## config.mk

```make
export PLATFORM = sky130hd
export DESIGN_NAME = uart_tx_scheduler
export DESIGN_NICKNAME = d
export VERILOG_FILES = /design/src/rtl/uart_tx_scheduler.sv
export SDC_FILE = /design/constraint.sdc
export NUM_CORES = 1
export LEC_CHECK = 0
export ABC_AREA = 1
export CAP_MARGIN = 15
export CORE_MARGIN = 5
export CORE_UTILIZATION = 41
export CTS_CLUSTER_DIAMETER = 120
export DETAILED_ROUTE_END_ITERATION = 8
export HOLD_SLACK_MARGIN = 0.03
export PLACE_DENSITY = 0.78
export SYNTH_ARGS = -nofsm -noshare
export SYNTH_HDL_FRONTEND = slang
export SYNTH_SLANG_ARGS = --single-unit
export TNS_END_PERCENT = 100
```

## constraint.sdc

```tcl
create_clock -name clk -period 1.97 [get_ports clk]
set_input_delay 0.394 -clock clk [delete_from_list [all_inputs] [get_ports clk]]
set_output_delay 0.394 -clock clk [all_outputs]
set_load 0.005 [all_outputs]
```

## src/rtl/uart_tx_scheduler.sv

```systemverilog
// Round-robin arbiter that shares one uart_main transmitter among N_REQ requesters,
// issuing a one-cycle start pulse per granted word and enforcing an inter-frame gap.
module uart_tx_scheduler #(
  parameter int N_REQ       = 4,
  parameter int W_OUT       = 16,
  parameter int GAP_CYCLES  = 32,
  parameter int ACK_TIMEOUT = 64
) (
  input  logic                       clk,
  input  logic                       rst,
  input  logic [N_REQ-1:0]           req_valid,
  input  logic [N_REQ*W_OUT-1:0]     req_data,
  output logic [N_REQ-1:0]           req_ready,
  output logic                       s_valid,
  output logic [W_OUT-1:0]           s_data,
  input  logic                       tx_ready,
  output logic [$clog2(N_REQ)-1:0]   grant_id,
  output logic                       busy,
  output logic                       timeout_err
);

  localparam int ID_W    = $clog2(N_REQ);
  localparam int CNT_MAX = (ACK_TIMEOUT > GAP_CYCLES) ? ACK_TIMEOUT : GAP_CYCLES;
  localparam int CNT_W   = $clog2(CNT_MAX + 1);

  typedef enum logic [2:0] {IDLE, ISSUE, WAIT_ACK, WAIT_DONE, GAP} state_t;

  state_t            state, state_nxt;
  logic [ID_W-1:0]   rr;
  logic [ID_W-1:0]   pick;
  logic [ID_W-1:0]   scan;
  logic              found;
  logic              grant;
  logic              timeout_set;
  logic [CNT_W-1:0]  cnt, cnt_nxt;

  // First valid requester at or after the round-robin pointer, wrapping modulo N_REQ.
  always_comb begin
    found = 1'b0;
    pick  = '0;
    scan  = '0;
    for (int k = 0; k < N_REQ; k++) begin
      scan = ID_W'((int'(rr) + k) % N_REQ);
      if (!found && req_valid[scan]) begin
        found = 1'b1;
        pick  = scan;
      end
    end
  end

  assign grant     = (state == IDLE) && tx_ready && found;
  assign req_ready = grant ? (N_REQ'(1) << pick) : '0;
  assign busy      = (state != IDLE);

  always_comb begin
    state_nxt   = state;
    cnt_nxt     = cnt;
    timeout_set = 1'b0;
    case (state)
      IDLE: begin
        if (grant) state_nxt = ISSUE;
      end
      ISSUE: begin
        state_nxt = WAIT_ACK;
        cnt_nxt   = '0;
      end
      WAIT_ACK: begin
        if (!tx_ready) begin
          state_nxt = WAIT_DONE;
          cnt_nxt   = '0;
        end else if (cnt == CNT_W'(ACK_TIMEOUT - 1)) begin
          // Transmitter never took the word: drop it and fall through to the gap.
          timeout_set = 1'b1;
          state_nxt   = (GAP_CYCLES == 0) ? IDLE : GAP;
          cnt_nxt     = '0;
        end else begin
          cnt_nxt = cnt + 1'b1;
        end
      end
      WAIT_DONE: begin
        if (tx_ready) begin
          state_nxt = (GAP_CYCLES == 0) ? IDLE : GAP;
          cnt_nxt   = '0;
        end
      end
      GAP: begin
        if (cnt == CNT_W'(GAP_CYCLES - 1)) state_nxt = IDLE;
        else                               cnt_nxt   = cnt + 1'b1;
      end
      default: state_nxt = IDLE;
    endcase
  end

  always_ff @(posedge clk) begin
    if (rst) begin
      state       <= IDLE;
      cnt         <= '0;
      rr          <= '0;
      s_valid     <= 1'b0;
      s_data      <= '0;
      grant_id    <= '0;
      timeout_err <= 1'b0;
    end else begin
      state   <= state_nxt;
      cnt     <= cnt_nxt;
      // Start pulse is registered out of ISSUE, landing two cycles after the grant.
      s_valid <= (state == ISSUE);
      if (grant) begin
        s_data   <= req_data[pick*W_OUT +: W_OUT];
        grant_id <= pick;
      end
      if (state == ISSUE)
        rr <= (grant_id == ID_W'(N_REQ - 1)) ? '0 : grant_id + 1'b1;
      if (timeout_set) timeout_err <= 1'b1;
    end
  end

endmodule

```

==> results of run 1 <==
==> metal layers <==
| metal | part of all wire | wire length [microns] | up-vias | GRT usage |
|---|---|---|---|---|
| li1 | - | - | 1670 | - |
| met3 | 0.063 | 587 | 31 | 0.0406 |
| met5 | 0 | 0 | - | 0 |
| met1 | 0.40 | 3750 | 1490 | 0.244 |
| met2 | 0.50 | 4690 | 118 | 0.366 |
| met4 | 0.037 | 344 | 0 | 0.103 |
==> final cells by class <==
class                      count  area share
clock buffer                   5      0.0160
clock inverter                 3     0.00990
tap                           75      0.0218
sequential                    32       0.152
timing repair buffer         147       0.338
multi-input combinational    293       0.365
inverter                     107      0.0976
==> critical path: cells and delay by family, from the launching register on <==
kind	cells	cell delay [ns]
buffers and inverters	4	0.47
and+or+nand+nor	8	0.75
DFF	1	0.40
==> power breakdown <==
group	internal, mW	leakage (nW)	switching (mW)
clock network	0.374	0.0541	0.264
logic	2.36	1.91	2.57
registers	0.881	0.265	0.167
==> timing repair <==
action / in CTS / in global routing
setup endpoints to repair: 20 / 27
setup buffers: 16 / 6
gates cloned: 0 / 4
gates resized for setup: 72 / 30
pin swaps: 21 / 19
hold buffers: 0 / 0
==> worst max-delay path by stage <==
| stage | endpoint | startpoint | slack [ns] |
|---|---|---|---|
| after detailed placement | req_ready[1] | req_valid[3] | -0.89 |
| after global placement | req_ready[2] | req_valid[1] | -0.79 |
| final | req_ready[0] | rr[0] | -0.34 |
| after CTS | req_ready[0] | rr[0] | -0.26 |
| after floorplan | req_ready[1] | rr[0] | 0.03 |
| after global routing | req_ready[2] | rr[0] | -0.43 |
==> cell usage in the layout (no fill, tap or decap), drive strengths merged <==
cell           count
a21oi             17
a22oi              1
buf               53
bufinv             1
clkbuf             8
clkdlybuf4s50     87
clkinv             1
clkinvlp           1
dfxtp             32
dlygate4sd2        4
ha                 2
inv              107
nand2            113
nand3             60
nand4             33
nor2              51
nor3               3
o211a              1
o21ai              9
or2                1
xnor2              1
xor2               1
==> sequential cells by signal (all words and copies together), names as in the netlist <==
name         flops
s_valid          1
rr               2
state            3
cnt              7
grant_id         2
s_data          16
timeout_err      1
==> cell families after synthesis <==
| group | count (synthesis) |
|---|---|
| compound gates | 28 |
| xor+xnor | 2 |
| fa+ha+maj | 2 |
| buf+inv | 128 |
| flops | 32 |
| simple gates | 261 |
==> through the flow <==
| stage | cells | worst slack (ns) | hold slack [ns] |
|---|---|---|---|
| floorplan | 453 | 0.0324 | 0.456 |
| global placement | 630 | -0.792 | 0.455 |
| finish | 662 | -0.339 | 0.484 |
| CTS | 652 | -0.260 | 0.492 |
| global route | 662 | -0.428 | 0.507 |
| detailed placement | 630 | -0.891 | 0.470 |
==> results.md, run 1 <==
* Max Slew Vio Count at 0
* Outcome: finished with violations
* Port Buffers at 95
* Most used cell, CP: nand3_4
* Clock buffer count from CTS at 5
* Placed Area at 3710 sq um
* Slack of the worst reg-to-reg path at -0.20 ns
* Reg2reg end: s_data[5]
* Post-synth EDFFs at 0
* First-pass DRT Iterations at 4
* Vias per inst at ~5
* Syn_area_per_cell at ~5.7 sq um
* Hold endpoint: timeout_err
* Synth cell types at 28
* # IOs at between 90 and 100
* Synth cell count leaders: nand2_1 (108), inv_1 (103), nand3_1 (56)
* P&R area growth vs syn at 67.1%
* Synth top area cells: dfxtp_1 (25%), nand2_1 (16%), inv_1 (15%)
* Routed Antenna Nets at 0
* Post-Synth Adder-Cell Area at 0.00973
* Crit-path slowest cell: dfxtp_4
* Critical Path RT at between 1.5 and 2 ns
* Post-layout instance area at roughly 4300 sq um
* CP cell instances: inv_8 > buf_6 > nand2_4 > nand3_4 > nand2_4 > nor2_4 > buf_6 > nand3_4 > nand3_4 > nand2_2 > nor2_1 > buf_2
* Slew HR at 0.765
* Routability Congestion at around 0.9
* Register area share after synthesis at 0.249
* Main synth FF type: dfxtp_1
* GRT Overall Usage at 0.210
* Finished Core Util at 0.713
* Final wirelength at between 9 and 10 mm
* P per Cell Area at ~1500 nW/um^2
* Setup Total Neg Slack at -3.28 ns
* Final nets at 659
* Failing checks: setup timing
* CTS tree: built
* Total power at between 6 and 7 mW
* CTS Buffer Depth at 2
* Cell Rows at 28
* Die Y at ~89 microns
* Initial Utilization at 0.427
* Hold Violations, Final at 0
* Setup Viol. Count Final at 20
* Worst-path fanout max at 7
* Reg clk slew, reported paths at 0.07 ns
* Yosys top cell area share at 0.249
* Antenna violations before repair at 0
* CTS sink cnt at 32
* Main combinational cell family by area after synthesis: simple AND/OR/NAND/NOR gates
* Root buffer selected by CTS: clkbuf_8
* CP endpoint kind: output pin
* Vias in the first global route at a little over 3k
* Die extent in x at about 89 microns
* Detail Placement HPWL at about 6 mm
* Worst setup SP type: register
* Mux share of post-synthesis cell area at 0
* Vias post-DR at 3309
* Initial DRC count at between 100 and 150
* Hold Crit Start: timeout_err
* Die ar. at around 8000 sq um
* Tcrit/Tclk final at 1.17
* Seq cells post-synth at 32
* Global-route wire length before repair at between 10 and 15 mm
* Worst-Margin Slew at roughly 0.35 ns
* Clock latency on the worst-skew pair at slightly below 0.3 ns
* RSZ-0062 raised after global routing: true
* Biggest area consumer among synthesized cells: dfxtp_1
* GR Overflow Total at 0
* Post-Synth Simple-Gate Area at 0.468
* Post-synthesis net count at between 500 and 600
* Maximum VDD drop at a little under 900 uV
* Tmin final at between 2 and 2.5 ns
* R2R Path Start: rr[0]
* Max-capacitance violation count at 0
* Ys Warns at 0
* CTS H-tree lvls at 2
* Critical Path AT at about 1.9 ns
* Crit path kind: register to output pin
* Fill cells at 496
* Synthesized netlist cell count at ~450
* Setup ws final at -0.339 ns
* Count leader, synth: nand2_1
* Path depth of the worst reg2reg path at 17
* Area occupied by multi-input gates at about 1600 sq um
* Pin count of the biggest net entering global routing at 33
* Hold Path Class: register to register
* Register area at ~650 sq um
* Wire per inst at between 10 and 15 microns
* Mapped Area at about 2600 sq um
* Async set or reset register ratio after synthesis at 0
* Worst Skew at 0.00250 ns
* Core Region at ~6000 sq um
* Proportion of layout cells with a drive suffix above 1 at 0.210
* # DRC at 0
* Leakage at between 2 and 2.5 nW
* F_max at 433 MHz
* Crit-path max cell delay at about 0.40 ns
* Hold Path Depth at 2
* Compound-Gate Fraction of Synth Area at 0.0574
* Post-Synth XOR/XNOR Area at 0.00681
* Diode count at 0
Power figures use the tool's default switching activity.
==> run 2, diff against run 1 <==
Settings changed: CORE_UTILIZATION 41 to 50, DONT_BUFFER_PORTS set to 1, PLACE_DENSITY 0.78 to 0.68.
==> run 2 against run 1 <==
Net effect:
- the flow still finishes with violations (setup timing)
- sequential power rose by 4%
- hold slack got worse by 0.31 ns
- die area fell by 16%
- flip-flop and latch count did not move
- setup slack improved by 0.16 ns
- highest routed layer unchanged
==> results.md, run 2 (same netlist as run 1, synthesis figures left out) <==
* CTS H-tree lvls at 2
* Die ar. at roughly 6700 sq um
* Core Region at between 5000 and 6000 sq um
* Max-capacitance violation count at 0
* Slew HR at 0.821
* CP endpoint kind: output pin
* Hold Path Class: input port to register
* Post-layout instance area at around 3100 sq um
* Max reg flops at 16
* Antenna violations before repair at 0
* Tmin final at 2.14 ns
* Worst setup SP type: register
* Pin count of the biggest net entering global routing at 28
* Outcome: finished with violations
* CTS tree: built
* Routability Congestion at about 0.84
* Failing checks: setup timing
* Vias post-DR at between 2k and 3k
* GR Overflow Total at 0
* RSZ-0062 raised after global routing: true
* Hold Violations, Final at 0
* Finished Core Util at 0.610
* Proportion of layout cells with a drive suffix above 1 at 0.184
* Worst-Margin Slew at ~0.27 ns
* Die extent in x at 81.7 microns
* Tcrit/Tclk final at 1.09
* Wire per inst at about 13 microns
* Logic gate share of total power at 0.694
* Top reg by flops: s_data
* CTS hold repair buffers at 0
* Cell Rows at 26
* Final wirelength at around 6.9 mm
* Top delay family on crit path: simple AND/OR/NAND/NOR gates
* First-pass DRT Iterations at 4
* Worst Skew at roughly 0.0032 ns
* Largest registers: s_data (16), cnt (7), state (3)
* Reg clk slew, reported paths at roughly 0.07 ns
* Critical Path RT at about 1.6 ns
* P&R area growth vs syn at 19.7%
* Detail Placement HPWL at 5.07 mm
* # DRC at 0
* Crit path buffers/inverters at 3
* Critical Path AT at roughly 1.8 ns
* Setup Viol. Count Final at 10
* Global-route wire length before repair at 11.0 mm
* Die Y at between 80 and 90 microns
* Commonest non-fill, non-tap cell in the layout: inv_1
* Clock buffer count from CTS at 5
* Sequential group share of total power at 0.207
* Root buffer selected by CTS: clkbuf_8
* Leakage at 1.73 nW
* Crit-path slowest cell: dfxtp_4
* GRT Overall Usage at 0.210
* Vias in the first global route at between 2k and 2.5k
* CTS Buffer Depth at 2
* Sw Share at 0.503
* P per Cell Area at around 1700 nW/um^2
* CP cell instances: buf_6 > nand2_4 > nand2_4 > nand2_4 > nand2_4 > nor2_4 > buf_6 > nand3_4 > nand3_4 > nor3_4 > buf_6
* Max Slew Vio Count at 0
* Worst-path fanout max at 7
* Vias per inst at around 5.1
* Setup ws final at -0.175 ns
* Crit path kind: register to output pin
* CTS sink cnt at 32
* Initial DRC count at 141
* Clk pwr share at 0.098
* Internal power at 2.63 mW
* Net Sw Power at 2.65 mW
* Port Buffers at 0
* Commonest cells after routing, fill and taps aside: inv_1 (102), nand2_1 (90), nand3_1 (53)
* Setup WS pre-CTS at -0.0707 ns
* Diode count at 0
* Crit-path max cell delay at ~0.4 ns
* Setup Total Neg Slack at -0.765 ns
* Maximum VDD drop at 852 uV
* # IOs at 96
* F_max at 466 MHz
* Final nets at between 500 and 600
* Placed Area at 2700 sq um
* Initial Utilization at 0.510
* Routed Antenna Nets at 0
* Clock latency on the worst-skew pair at around 0.28 ns
* Most used cell, CP: nand2_4
==> run 2: cell count changes in the layout (fill, tap and decap cells not counted), sizes merged <==
cell           change
clkdlybuf4s50     -87
buf               -21
dlygate4sd2        -4
clkbuf             -3
bufinv             -1
clkinvlp           +1
==> run 2: routing by layer <==
| layer | part of all wire | global-route usage | vias to the layer above |
|---|---|---|---|
| met4 | 0.012 | 0.0581 | 0 |
| met3 | 0.063 | 0.0559 | 7 |
| met2 | 0.49 | 0.354 | 79 |
| met1 | 0.44 | 0.263 | 1239 |
| li1 | - | - | 1436 |
| met5 | 0 | 0 | - |
==> run 2: worst register-to-register path, cell delays in order, from the launching register on <==
cell and delay [ns]:
dfxtp_4 0.38, buf_6 0.14, nand2_4 0.06, nand2_4 0.07
nand2_4 0.08, nand2_4 0.05, nor2_4 0.11, buf_6 0.11
nand3_4 0.09, nand3_4 0.15, buf_12 0.13, buf_4 0.11
buf_6 0.13, nand2_1 0.06, nand3_1 0.09, nand3_2 0.07
nand2_1 0.06, inv_1 0.03
==> run 2: power by group through the flow <==
stage               clock (mW)  sequential [mW]  combinational [mW]
detailed placement           0             1.09                3.01
global route             0.576             1.12                4.13
CTS                      0.546             1.09                3.45
floorplan                    0             1.02                2.37
finish                   0.520             1.09                3.67
global placement             0             1.09                2.99
==> run 2: worst paths after layout <==
kind              slack (ns)  startpoint           end  cells after the start
setup / recovery       -0.17       rr[0]  req_ready[1]                     11
hold / removal          0.17         rst   grant_id[1]                      1
setup reg to reg       -0.05       rr[0]     s_data[4]                     17
hold reg to reg         0.48      cnt[1]        cnt[1]                      2
==> run 2: layout make-up <==
| cell class | count | area, sq um |
|---|---|---|
| sequential | 32 | 651 |
| clock inverter | 3 | 23.8 |
| multi-input combinational | 293 | 1540 |
| inverter | 107 | 417 |
| fill | 498 | 1960 |
| clock buffer | 5 | 68.8 |
| tap | 70 | 87.6 |
| timing repair buffer | 32 | 292 |
==> run 2: metrics by stage <==
stage,hold WS [ns],cells,power (mW)
after floorplan,0.456,453,3.38
after global routing,0.144,542,5.82
after detailed placement,0.469,523,4.10
after CTS,0.152,540,5.08
final,0.169,542,5.28
after global placement,0.468,523,4.08
==> run 2: repair_timing <==
action | in CTS | in global routing
pin swaps | 13 | 12
setup endpoints to repair | 7 | 24
resized for setup | 26 | 31
setup buffers | 9 | 3
==> run 3, diff against run 2 <==
Settings changed: CELL_PAD_IN_SITES_DETAIL_PLACEMENT set to 0, CELL_PAD_IN_SITES_GLOBAL_PLACEMENT set to 1, CORE_UTILIZATION 50 to 38, PLACE_DENSITY 0.68 to unset, PLACE_DENSITY_LB_ADDON set to 0.1, RECOVER_POWER set to 25.
==> run 3 against run 2 <==
Net effect:
- the flow still finishes with violations (setup timing)
- combinational power increased by 18%
- cell count increased by 3.9%
- non-clock buffer count increased by 11
- sequential power about the same
- hold slack got worse by 0.0098 ns
- setup slack got worse by 0.053 ns
- total power increased by 15%
- sequential share of layout area decreased by 1.5 points
- clock skew increased by 0.0091 ns
- final area increased by 7.7%
- clock power increased by 29%
- critical path type unchanged
- highest routed layer unchanged
==> results.md, run 3 (same netlist as run 1, synthesis figures left out) <==
* Global-route wire length before repair at around 13 mm
* Initial Utilization at 0.385
* Tmin final at approximately 2.2 ns
* Clock latency on the worst-skew pair at approximately 0.29 ns
* Hold Violations, Final at 0
* Antenna violations before repair at 0
* Setup WS pre-CTS at -0.0624 ns
* Max-capacitance violation count at 0
* Maximum VDD drop at around 850 uV
* Failing checks: setup timing
* Max Slew Vio Count at 0
* Core Region at about 6700 sq um
* Die extent in x at slightly above 90 microns
* Outcome: finished with violations
* Crit path kind: register to output pin
* Worst-Margin Slew at approximately 0.28 ns
* CTS tree: built
* Initial DRC count at ~130
* CTS Buffer Depth at 2
* CP endpoint kind: output pin
* Leakage at between 1.5 and 2 nW
* Largest registers: s_data (16), cnt (7), state (3)
* P&R area growth vs syn at 28.9%
* Port Buffers at 0
* Critical Path AT at 1.80 ns
* Clock buffer count from CTS at 5
* Commonest cells after routing, fill and taps aside: inv_1 (102), nand2_1 (92), nand3_1 (50)
* Vias in the first global route at about 2.7k
* RSZ-0062 raised after global routing: true
* Max reg flops at 16
* Diode count at 0
* Worst setup SP type: register
* Detail Placement HPWL at between 5 and 6 mm
* Root buffer selected by CTS: clkbuf_8
* CP cell instances: buf_8 > nand2_4 > nand2_2 > nand2_4 > nand2_4 > nor2_4 > buf_6 > nand3_4 > nand3_4 > nor3_4 > buf_4
* Routability Congestion at ~0.86
* F_max at between 400 and 500 MHz
* Vias post-DR at between 2k and 3k
* Worst hold slack at between 0.15 and 0.2 ns
* # IOs at 96
* Most used cell, CP: nand2_4
* Cell Rows at 30
* CTS sink cnt at 32
* Crit-path slowest cell: dfxtp_4
* Final nets at around 560
* Die Y at about 92 microns
* First-pass DRT Iterations at 4
* Vias per inst at ~5
* Top reg by flops: s_data
* Setup ws final at -0.227 ns
* Tcrit/Tclk final at 1.12
* Die ar. at approximately 8500 sq um
* Commonest non-fill, non-tap cell in the layout: inv_1
* CTS hold repair buffers at 0
* Proportion of layout cells with a drive suffix above 1 at 0.211
* Top delay family on crit path: simple AND/OR/NAND/NOR gates
* Setup Viol. Count Final at 20
* Crit-path max cell delay at 0.39 ns
* CTS H-tree lvls at 2
* Critical Path RT at 1.58 ns
* Pin count of the biggest net entering global routing at 28
* Routed Antenna Nets at 0
* GR Overflow Total at 0
* Crit path buffers/inverters at 3
* GRT Overall Usage at 0.183
* Hold Path Class: input port to register
* # DRC at 0
* Reg clk slew, reported paths at approximately 0.080 ns
* Fill cells at 702
* Setup Total Neg Slack at -2.61 ns
* Slew HR at 0.813
* Worst Skew at 0.0123 ns
* Wire per inst at around 14 microns
* Final wirelength at 8.15 mm
* Worst-path fanout max at 6
* P per Cell Area at 1840 nW/um^2
[run 3: cell types whose count changed in the layout (fill, tap and decap cells not counted), sizes merged]
cell      change
bufinv        +1
buf           +8
clkinvlp      -1
clkinv        -1
clkbuf        +3
inv           +1
[run 3: timing repair]
| item | CTS | global route |
|---|---|---|
| pin swaps | 9 | 17 |
| gates resized for setup | 34 | 43 |
| buffers inserted | 14 | 5 |
| setup endpoints to repair | 4 | 28 |
| cloned | 0 | 3 |
[run 3: worst register-to-register path: cells and delay by family (launching register included)]
family                 cells  cell delay [ns]
flip-flops                 1             0.37
buffers and inverters      6             0.72
AND/OR/NAND/NOR           11             0.94
[run 3: metal layers]
metal  vias up  GRT usage  routed length [microns]
met5         -          0                        0
met4         0     0.0408                       48
met3         4     0.0640                      653
met2        90      0.288                     3750
met1      1276      0.241                     3700
li1       1463          -                        -
[run 3: cell type report]
cell class | instances | area [sq um] | share of cell area
Sequential cell | 32 | 649 | 0.196
Clock buffer | 5 | 68.8 | 0.0208
Multi-Input combinational cell | 293 | 1570 | 0.474
Clock inverter | 3 | 46.3 | 0.0140
Tap cell | 80 | 100 | 0.0302
Inverter | 107 | 417 | 0.126
Timing Repair Buffer | 43 | 462 | 0.139
[run 3: final timing paths]
path	slack (ns)	cells after the start	endpoint	from
setup reg to reg	-0.16	17	s_data[11]	rr[0]
hold reg to reg	0.48	2	cnt[1]	cnt[1]
setup / recovery	-0.23	11	req_ready[1]	rr[0]
hold / removal	0.16	1	cnt[5]	rst
[run 3: power breakdown]
group | internal [mW] | switching [mW]
registers | 0.879 | 0.207
logic | 1.92 | 2.41
clock network | 0.381 | 0.288
total | 3.18 | 2.90
[run 3: through the flow]
stage	util	cells	cell area, sq um	power, mW
6_report	0.496	563	3310	6.09
5_1_grt	0.496	563	3310	6.61
4_1_cts	0.457	556	3050	5.35
3_5_place_dp	0.405	534	2710	4.13
3_3_place_gp	0.405	534	2710	4.15
2_1_floorplan	-	453	2570	3.38
